## src/rtl/wb_pkg.sv

```systemverilog
// rtl/wb_pkg.sv - shared types and constants for the writeback unit
package wb_pkg;

    localparam int WB_XLEN   = 32;
    localparam int WB_REG_AW = 5;

    typedef enum logic [1:0] {
        WB_ALU = 2'b00,
        WB_MEM = 2'b01,
        WB_PC4 = 2'b10
    } wb_sel_e;

    typedef enum logic {
        WB_IDLE     = 1'b0,
        WB_WAIT_MEM = 1'b1
    } wb_state_e;

    localparam logic [2:0] F3_LB  = 3'b000;
    localparam logic [2:0] F3_LH  = 3'b001;
    localparam logic [2:0] F3_LW  = 3'b010;
    localparam logic [2:0] F3_LBU = 3'b100;
    localparam logic [2:0] F3_LHU = 3'b101;

    typedef struct packed {
        logic                 vld;
        logic [WB_REG_AW-1:0] rd;
        logic [WB_XLEN-1:0]   res;
    } wb_hist_t;

endpackage

```

## src/rtl/writeback_unit_if.sv

```systemverilog
// rtl/writeback_unit_if.sv - MEM/WB pipeline register and data-memory response bus
interface writeback_unit_if #(
    parameter int XLEN   = 32,
    parameter int REG_AW = 5
);
    logic              mem_wb_valid;
    logic              mem_wb_ready;
    logic [1:0]        mem_wb_sel;
    logic [XLEN-1:0]   mem_wb_alures;
    logic [XLEN-1:0]   mem_wb_pc4;
    logic [2:0]        mem_wb_funct3;
    logic [1:0]        mem_wb_addr_lo;
    logic              mem_wb_regwrite;
    logic [REG_AW-1:0] mem_wb_rd;
    logic              dmem_rvalid;
    logic [XLEN-1:0]   dmem_rdata;
    logic              dmem_rready;

    // master: pipeline and data memory; slave: the writeback unit
    modport master (
        output mem_wb_valid, mem_wb_sel, mem_wb_alures, mem_wb_pc4,
               mem_wb_funct3, mem_wb_addr_lo, mem_wb_regwrite, mem_wb_rd,
               dmem_rvalid, dmem_rdata,
        input  mem_wb_ready, dmem_rready
    );

    modport slave (
        input  mem_wb_valid, mem_wb_sel, mem_wb_alures, mem_wb_pc4,
               mem_wb_funct3, mem_wb_addr_lo, mem_wb_regwrite, mem_wb_rd,
               dmem_rvalid, dmem_rdata,
        output mem_wb_ready, dmem_rready
    );
endinterface

```

## src/rtl/wb_load_align.sv

```systemverilog
// rtl/wb_load_align.sv - selects the addressed byte/halfword of a load word and extends it
module wb_load_align
    import wb_pkg::*;
#(
    parameter int XLEN = 32
) (
    input  logic [XLEN-1:0] rdata,
    input  logic [2:0]      funct3,
    input  logic [1:0]      addr_lo,
    output logic [XLEN-1:0] ext
);

    logic [7:0]  byte_v;
    logic [15:0] half_v;

    always_comb begin
        byte_v = rdata[{addr_lo, 3'b000} +: 8];
        // halfwords are assumed aligned, so only the upper offset bit picks the lane
        half_v = addr_lo[1] ? rdata[31:16] : rdata[15:0];
        case (funct3)
            F3_LB:   ext = {{(XLEN-8){byte_v[7]}}, byte_v};
            F3_LH:   ext = {{(XLEN-16){half_v[15]}}, half_v};
            F3_LBU:  ext = {{(XLEN-8){1'b0}}, byte_v};
            F3_LHU:  ext = {{(XLEN-16){1'b0}}, half_v};
            default: ext = rdata;
        endcase
    end

endmodule

```

## src/rtl/writeback_unit.sv

```systemverilog
// rtl/writeback_unit.sv - writeback stage with load stall FSM, write history and ID forwarding; WB_PERF_CNT_EN adds counters
module writeback_unit
    import wb_pkg::*;
#(
    parameter int XLEN       = WB_XLEN,
    parameter int REG_AW     = WB_REG_AW,
    parameter int HIST_DEPTH = 2
) (
    input  logic              clk,
    input  logic              Rst,
    input  logic              debug,
    writeback_unit_if.slave   bus,
    output logic              wb_we,
    output logic [REG_AW-1:0] wb_rd,
    output logic [XLEN-1:0]   wb_res,
    output logic              wb_id_regwrite,
    output logic [REG_AW-1:0] wb_id_rd,
    output logic [XLEN-1:0]   wb_id_res,
    input  logic [REG_AW-1:0] id_rs1,
    input  logic [REG_AW-1:0] id_rs2,
    output logic              id_rs1_hit,
    output logic              id_rs2_hit,
    output logic [XLEN-1:0]   id_rs1_data,
    output logic [XLEN-1:0]   id_rs2_data,
    output logic [31:0]       perf_retired,
    output logic [31:0]       perf_ldstall
);

    wb_state_e       state_q, state_d;
    logic            is_load;
    logic            commit;
    logic [XLEN-1:0] load_ext;
    wb_hist_t        hist [HIST_DEPTH];

    wb_load_align #(.XLEN(XLEN)) u_align (
        .rdata   (bus.dmem_rdata),
        .funct3  (bus.mem_wb_funct3),
        .addr_lo (bus.mem_wb_addr_lo),
        .ext     (load_ext)
    );

    always_ff @(posedge clk) begin
        if (Rst) begin
            state_q <= WB_IDLE;
        end else begin
            state_q <= state_d;
        end
    end

    // reset also blocks commit so a load abandoned in WAIT_MEM is never accepted
    always_comb begin
        state_d          = state_q;
        is_load          = bus.mem_wb_valid && (bus.mem_wb_sel == 2'(WB_MEM));
        commit           = !Rst && !debug && bus.mem_wb_valid && (!is_load || bus.dmem_rvalid);
        bus.mem_wb_ready = !Rst && !debug && (!bus.mem_wb_valid || commit);
        bus.dmem_rready  = commit && is_load;
        case (state_q)
            WB_IDLE: begin
                if (!debug && is_load && !bus.dmem_rvalid) begin
                    state_d = WB_WAIT_MEM;
                end
            end
            WB_WAIT_MEM: begin
                if (commit) begin
                    state_d = WB_IDLE;
                end
            end
            default: state_d = WB_IDLE;
        endcase
    end

    always_comb begin
        case (bus.mem_wb_sel)
            2'(WB_MEM): wb_res = load_ext;
            2'(WB_PC4): wb_res = bus.mem_wb_pc4;
            default:    wb_res = bus.mem_wb_alures;
        endcase
        wb_rd = bus.mem_wb_rd;
        wb_we = commit && bus.mem_wb_regwrite && (bus.mem_wb_rd != '0);
    end

    always_ff @(posedge clk) begin
        if (Rst) begin
            for (int i = 0; i < HIST_DEPTH; i++) begin
                hist[i] <= '0;
            end
        end else if (wb_we) begin
            hist[0] <= '{vld: 1'b1, rd: wb_rd, res: wb_res};
            for (int i = 1; i < HIST_DEPTH; i++) begin
                hist[i] <= hist[i-1];
            end
        end
    end

    assign wb_id_regwrite = hist[0].vld;
    assign wb_id_rd       = hist[0].rd;
    assign wb_id_res      = hist[0].res;

    // oldest entries are visited first so newer matches overwrite them
    function automatic logic [XLEN:0] lookup(input logic [REG_AW-1:0] rs);
        logic [XLEN:0] r;
        r = '0;
        for (int i = HIST_DEPTH - 1; i >= 0; i--) begin
            if (hist[i].vld && hist[i].rd == rs) begin
                r = {1'b1, hist[i].res};
            end
        end
        if (wb_we && wb_rd == rs) begin
            r = {1'b1, wb_res};
        end
        if (rs == '0) begin
            r = '0;
        end
        return r;
    endfunction

    always_comb begin
        {id_rs1_hit, id_rs1_data} = lookup(id_rs1);
        {id_rs2_hit, id_rs2_data} = lookup(id_rs2);
    end

`ifdef WB_PERF_CNT_EN
    logic [31:0] retired_q;
    logic [31:0] ldstall_q;

    always_ff @(posedge clk) begin
        if (Rst) begin
            retired_q <= '0;
            ldstall_q <= '0;
        end else begin
            if (commit) begin
                retired_q <= retired_q + 32'd1;
            end
            if (state_q == WB_WAIT_MEM && !debug) begin
                ldstall_q <= ldstall_q + 32'd1;
            end
        end
    end

    assign perf_retired = retired_q;
    assign perf_ldstall = ldstall_q;
`else
    assign perf_retired = '0;
    assign perf_ldstall = '0;
`endif

endmodule

```

## src/flat_wrapper.sv

```systemverilog
// flat-port wrapper written by rule: the top's interface ports become plain ports
module writeback_unit_flat import wb_pkg::*;
#(
    parameter int XLEN       = WB_XLEN,
    parameter int REG_AW     = WB_REG_AW,
    parameter int HIST_DEPTH = 2
)
  (clk, Rst, debug, wb_we, wb_rd, wb_res, wb_id_regwrite, wb_id_rd, wb_id_res, id_rs1, id_rs2, id_rs1_hit, id_rs2_hit, id_rs1_data, id_rs2_data, perf_retired, perf_ldstall, bus_mem_wb_valid, bus_mem_wb_sel, bus_mem_wb_alures, bus_mem_wb_pc4, bus_mem_wb_funct3, bus_mem_wb_addr_lo, bus_mem_wb_regwrite, bus_mem_wb_rd, bus_dmem_rvalid, bus_dmem_rdata, bus_mem_wb_ready, bus_dmem_rready);
  writeback_unit_if #(.XLEN(XLEN), .REG_AW(REG_AW)) bus_i ();
  input  logic clk;
  input  logic Rst;
  input  logic debug;
  output logic wb_we;
  output logic [REG_AW-1:0] wb_rd;
  output logic [XLEN-1:0] wb_res;
  output logic wb_id_regwrite;
  output logic [REG_AW-1:0] wb_id_rd;
  output logic [XLEN-1:0] wb_id_res;
  input  logic [REG_AW-1:0] id_rs1;
  input  logic [REG_AW-1:0] id_rs2;
  output logic id_rs1_hit;
  output logic id_rs2_hit;
  output logic [XLEN-1:0] id_rs1_data;
  output logic [XLEN-1:0] id_rs2_data;
  output logic [31:0] perf_retired;
  output logic [31:0] perf_ldstall;
  input wire logic [$bits(bus_i.mem_wb_valid)-1:0] bus_mem_wb_valid;
  input wire logic [$bits(bus_i.mem_wb_sel)-1:0] bus_mem_wb_sel;
  input wire logic [$bits(bus_i.mem_wb_alures)-1:0] bus_mem_wb_alures;
  input wire logic [$bits(bus_i.mem_wb_pc4)-1:0] bus_mem_wb_pc4;
  input wire logic [$bits(bus_i.mem_wb_funct3)-1:0] bus_mem_wb_funct3;
  input wire logic [$bits(bus_i.mem_wb_addr_lo)-1:0] bus_mem_wb_addr_lo;
  input wire logic [$bits(bus_i.mem_wb_regwrite)-1:0] bus_mem_wb_regwrite;
  input wire logic [$bits(bus_i.mem_wb_rd)-1:0] bus_mem_wb_rd;
  input wire logic [$bits(bus_i.dmem_rvalid)-1:0] bus_dmem_rvalid;
  input wire logic [$bits(bus_i.dmem_rdata)-1:0] bus_dmem_rdata;
  output wire logic [$bits(bus_i.mem_wb_ready)-1:0] bus_mem_wb_ready;
  output wire logic [$bits(bus_i.dmem_rready)-1:0] bus_dmem_rready;
  assign bus_i.mem_wb_valid = bus_mem_wb_valid;
  assign bus_i.mem_wb_sel = bus_mem_wb_sel;
  assign bus_i.mem_wb_alures = bus_mem_wb_alures;
  assign bus_i.mem_wb_pc4 = bus_mem_wb_pc4;
  assign bus_i.mem_wb_funct3 = bus_mem_wb_funct3;
  assign bus_i.mem_wb_addr_lo = bus_mem_wb_addr_lo;
  assign bus_i.mem_wb_regwrite = bus_mem_wb_regwrite;
  assign bus_i.mem_wb_rd = bus_mem_wb_rd;
  assign bus_i.dmem_rvalid = bus_dmem_rvalid;
  assign bus_i.dmem_rdata = bus_dmem_rdata;
  assign bus_mem_wb_ready = bus_i.mem_wb_ready;
  assign bus_dmem_rready = bus_i.dmem_rready;
  writeback_unit #(.XLEN(XLEN), .REG_AW(REG_AW), .HIST_DEPTH(HIST_DEPTH)) u_core (.clk(clk), .Rst(Rst), .debug(debug), .bus(bus_i), .wb_we(wb_we), .wb_rd(wb_rd), .wb_res(wb_res), .wb_id_regwrite(wb_id_regwrite), .wb_id_rd(wb_id_rd), .wb_id_res(wb_id_res), .id_rs1(id_rs1), .id_rs2(id_rs2), .id_rs1_hit(id_rs1_hit), .id_rs2_hit(id_rs2_hit), .id_rs1_data(id_rs1_data), .id_rs2_data(id_rs2_data), .perf_retired(perf_retired), .perf_ldstall(perf_ldstall));
endmodule
```

## config.mk

```make
export PLATFORM = sky130hd
export DESIGN_NAME = writeback_unit_flat
export DESIGN_NICKNAME = d
export VERILOG_FILES = /design/src/rtl/wb_pkg.sv /design/src/rtl/writeback_unit_if.sv /design/src/rtl/wb_load_align.sv /design/src/rtl/writeback_unit.sv /design/src/flat_wrapper.sv
export SDC_FILE = /design/constraint.sdc
export NUM_CORES = 1
export LEC_CHECK = 0
export BUFFER_PORTS_ARGS = -buffer_cell sky130_fd_sc_hd__buf_2
export CAP_MARGIN = 20
export CORE_MARGIN = 2
export CORE_UTILIZATION = 30
export CTS_CLUSTER_DIAMETER = 100
export DETAILED_ROUTE_END_ITERATION = 10
export GPL_ROUTABILITY_DRIVEN = 0
export SLEW_MARGIN = 20
export SYNTH_ARGS = -nofsm -noshare
export SYNTH_HDL_FRONTEND = slang
export SYNTH_SLANG_ARGS = --single-unit
```

## constraint.sdc

```tcl
create_clock -name clk -period 3.94 [get_ports clk]
set_input_delay 0.197 -clock clk [delete_from_list [all_inputs] [get_ports clk]]
set_output_delay 0.197 -clock clk [all_outputs]
set_load 0.01 [all_outputs]
```

==> impl_metrics.py <==
metrics = {
    "worst_setup_path": {
        "worst-path-stages": 10,
        "critPathLaunch": "bus_mem_wb_sel[0]",
        "cp_cell_sequence": "buf_2 -> ha_1 -> buf_4 -> nand2b_1 -> o211a_4 -> and4_1 -> buf_12 -> o21ai_0 -> a21oi_1 -> buf_2",
        "worstSetupEndpoint": "id_rs1_data[13]",
        "count_of_buffering_cells_on_the_critical_path_with_inverters_included": 4,
        "crit_slowest_cell": "sky130_fd_sc_hd__and4_1",
        "crit_fanout": 39,
        "setup.worst_path.start_class": "input pin",
        "critPathArrivalTime_ps": 2990,
        "endpoint_kind": "output port",
        "path_delay_family": "compound AO/OA/AOI/OAI gates",
        "worstReg2RegStart": "u_core.hist[0][36]",
        "reg2reg_slack_ps": 3020,
        "worst_path_largest_cell_delay_ps": 660,
        "logic_depth_of_the_worst_register_to_register_path": 1,
        "worst_r2r_endpoint": "u_core.hist[0][74]",
        "cpMostUsedCell": "sky130_fd_sc_hd__buf_2",
        "critical_path_required_ps": 3740,
        "timing.setup.critical_path_class": "input pin to output port",
    },
    "global_routing": {
        "first_pass_grt_wire_length_mm": 47.1,
        "antenna_found_initial": 0,
        "first_global_vias": 7634,
        "largest_net_degree_at_the_start_of_global_routing": 49,
        "grt_overflow_total": 0,
        "track_usage_pct": 22.0,
    },
    "routing": {
        "drt_first_iter_violations": 706,
        "detail_route.wirelength_mm": 31.9,
        "drt_drc_violations_left": 0,
        "postRouteAntennaNets": 0,
        "post_drt_via_cell_ratio": 5.43,
        "detailroute.via_count": 7822,
        "routed_len_inst_microns": 22.1,
        "dr.pass1.iters": 5,
    },
    "synthesis": {
        "synth.ff_latch_count": 76,
        "synth_top_cells_by_area": "sky130_fd_sc_hd__edfxtp_1, sky130_fd_sc_hd__buf_4, sky130_fd_sc_hd__o211ai_1, sky130_fd_sc_hd__a21boi_0, sky130_fd_sc_hd__and3_1",
        "number_of_enable_type_register_cells_in_the_synthesized_netlist": 76,
        "post_synth_num_cell_types": 58,
        "synth_async_sr_flop_share_pct": 0,
        "synth.most_common_cell": "sky130_fd_sc_hd__buf_4",
        "post_synth_inst_count": 932,
        "ys.warnings.count": 0,
        "netlist_top_cells_count": "sky130_fd_sc_hd__buf_4, sky130_fd_sc_hd__o211ai_1, sky130_fd_sc_hd__and3_1, sky130_fd_sc_hd__edfxtp_1, sky130_fd_sc_hd__and2_1",
        "mappedNetlistArea_sq_um": 8050,
        "postSynthAreaPerCell_sq_um": 8.64,
        "sequential_fraction_of_the_synthesis_area_pct": 28.3,
        "synth.largest_area_cell": "sky130_fd_sc_hd__edfxtp_1",
        "most_used_dff_post_synth": "sky130_fd_sc_hd__edfxtp_1",
        "yosys.area.top_type_share_pct": 28.3,
    },
    "cells_and_area": {
        "count_of_antenna_diodes_in_the_layout": 0,
        "post_route_cells_drive_above_1_share_pct": 30.6,
        "largest-register": "u_core.hist",
        "largest_registers": "u_core.hist (76)",
        "finalNetCount": 1227,
        "synthToLayoutAreaGrowth_pct": 16.7,
        "largest_register_ff_count": 76,
    },
    "floorplanning": {
        "pin_count": 332,
        "die_area_sq_um": 28200,
        "floorplan.initialDensity_pct": 30.7,
        "chip_width_microns": 168,
        "core_region_area_sq_um": 26200,
        "floorplan.die.height_microns": 168,
        "row_count": 59,
    },
    "timing": {
        "finClkSkew_ps": 5.36,
        "finalWorstPathRequiredPeriod_ps": 3190,
        "hold_viol": 0,
        "report.final.setup_viol": 0,
        "max_clock_freq_mhz": 314,
        "setup_repair_after_global_routing_missed_its_margin": "false",
        "timing.setup.tns_ps": 0,
        "fin_crit_sh_pct": 81.0,
        "timing.slew.headroom_pct": 32.3,
        "timing_max_transition_violations_final": 0,
        "worst_pin_slew_ps": 1020,
    },
    "power": {
        "sequentialPowerShare_pct": 38.6,
        "power_switching_share_pct": 34.0,
        "clock_power_share_pct": 33.1,
        "ir_drop_mv": 0.168,
        "power_switching_uw": 863,
        "power.leakage_nw": 4.10,
        "cell_internal_pwr_mw": 1.68,
        "combinationalPowerShare_pct": 28.4,
        "power.total_mw": 2.54,
        "pwr_density_cell_nw_per_um2": 270,
    },
    "clock_tree": {
        "cts.reportedPaths.clkPinSlew_ps": 60,
        "tritoncts_clock_tree": "built",
        "cts_num_sinks": 76,
        "ctsLongestPathBuffers": 2,
        "cts_made_buffers": 9,
        "cts_root_buffer": "sky130_fd_sc_hd__clkbuf_16",
        "cts-hold-fix-buffers": 0,
        "cts_setup_buffers": 0,
        "worst_skew_pair.late_latency_ps": 350,
        "cts.htree.levels": 3,
        "cts_repair_resized_insts": 0,
    },
    "hold_path": {
        "holdCritPathClass": "input pin to flip-flop",
    },
    "placed_design": {
        "dp_hpwl_mm": 23.7,
        "buffer_ports.inserted": 267,
    },
    "outcome": {
        "result_of_the_run": "completed",
    },
    "run": {
        "drv_cap": 0,
    },
}
[routing by layer]
layer	part of all wire, %	GRT usage (%)	up-vias
li1	-	-	3616
met1	42	28.6	3737
met2	46	36.0	411
met3	8.2	4.49	58
met4	3.1	8.70	0
met5	0	0	-
[per-stage QoR]
step | hold WS [ps] | std cells | worst slack [ps] | utilization, % | area (sq um)
after floorplan | 420 | 995 | 1670 | - | 8290
after global placement | 580 | 1424 | 816 | 34.6 | 9070
after detailed placement | 584 | 1424 | 681 | 34.6 | 9070
after CTS | 255 | 1440 | 681 | 35.7 | 9360
after global routing | 277 | 1441 | 621 | 35.9 | 9400
final | 269 | 1441 | 750 | 35.9 | 9400
[cells by family after synthesis]
kind of cell	synth area share, %
AOI/OAI and AO/OA	29.5
xor gates and xnor gates	3.26
adders and majority gates	0.311
buffers and inverters	15.4
DFF	28.3
muxes	1.96
other	0.0466
and+or+nand+nor	21.2
[power by group through the flow]
stage / logic [mW] / clock network [mW] / registers [mW]
3_5_place_dp: 0.712 / 0 / 0.995
6_report: 0.720 / 0.839 / 0.979
2_1_floorplan: 0.495 / 0 / 0.979
5_1_grt: 0.777 / 0.883 / 0.985
3_3_place_gp: 0.713 / 0 / 0.995
4_1_cts: 0.714 / 0.857 / 0.979
[how the worst min path moves through the flow]
stage	startpoint	endpoint	slack [ps]	cells past startpoint
2_1_floorplan	bus_mem_wb_rd[0]	u_core.hist[0][32]	420	1
3_3_place_gp	u_core.hist[0][9]	u_core.hist[0][47]	580	1
3_5_place_dp	u_core.hist[0][9]	u_core.hist[0][47]	580	1
4_1_cts	bus_mem_wb_rd[4]	u_core.hist[0][36]	260	2
5_1_grt	bus_mem_wb_rd[4]	u_core.hist[0][36]	280	2
6_report	bus_mem_wb_rd[0]	u_core.hist[0][32]	270	2
[cells in the final DEF (no fill, tap or decap), drive strengths merged, types with 3 or more instances in the layout]
cell	count
or2	10
mux2	9
nand2b	29
mux2i	3
clkinv	4
nor2b	5
a22o	16
clkbuf	9
or2b	3
xor2	14
o2111a	6
nand2	24
o21a	23
nand4	5
nor3	3
nand3	14
edfxtp	76
o211ai	98
nor3b	7
buf	288
a21boi	70
xnor2	16
conb	64
o21ai	30
nand4bb	4
and2	73
inv	5
nor2	15
or4	3
a21oi	71
o221ai	6
and3	76
[layout make-up]
| cell class | instances | area, sq um |
|---|---|---|
| flip-flops and latches | 76 | 2280 |
| inverters | 5 | 18.8 |
| clock inverters | 7 | 67.6 |
| clock buffers | 9 | 225 |
| multi-input cells | 721 | 4850 |
| repair buffers | 288 | 1540 |
| fillers | 2734 | 16800 |
| well taps | 335 | 419 |
Note: power is estimated with default switching activity, not from simulation.
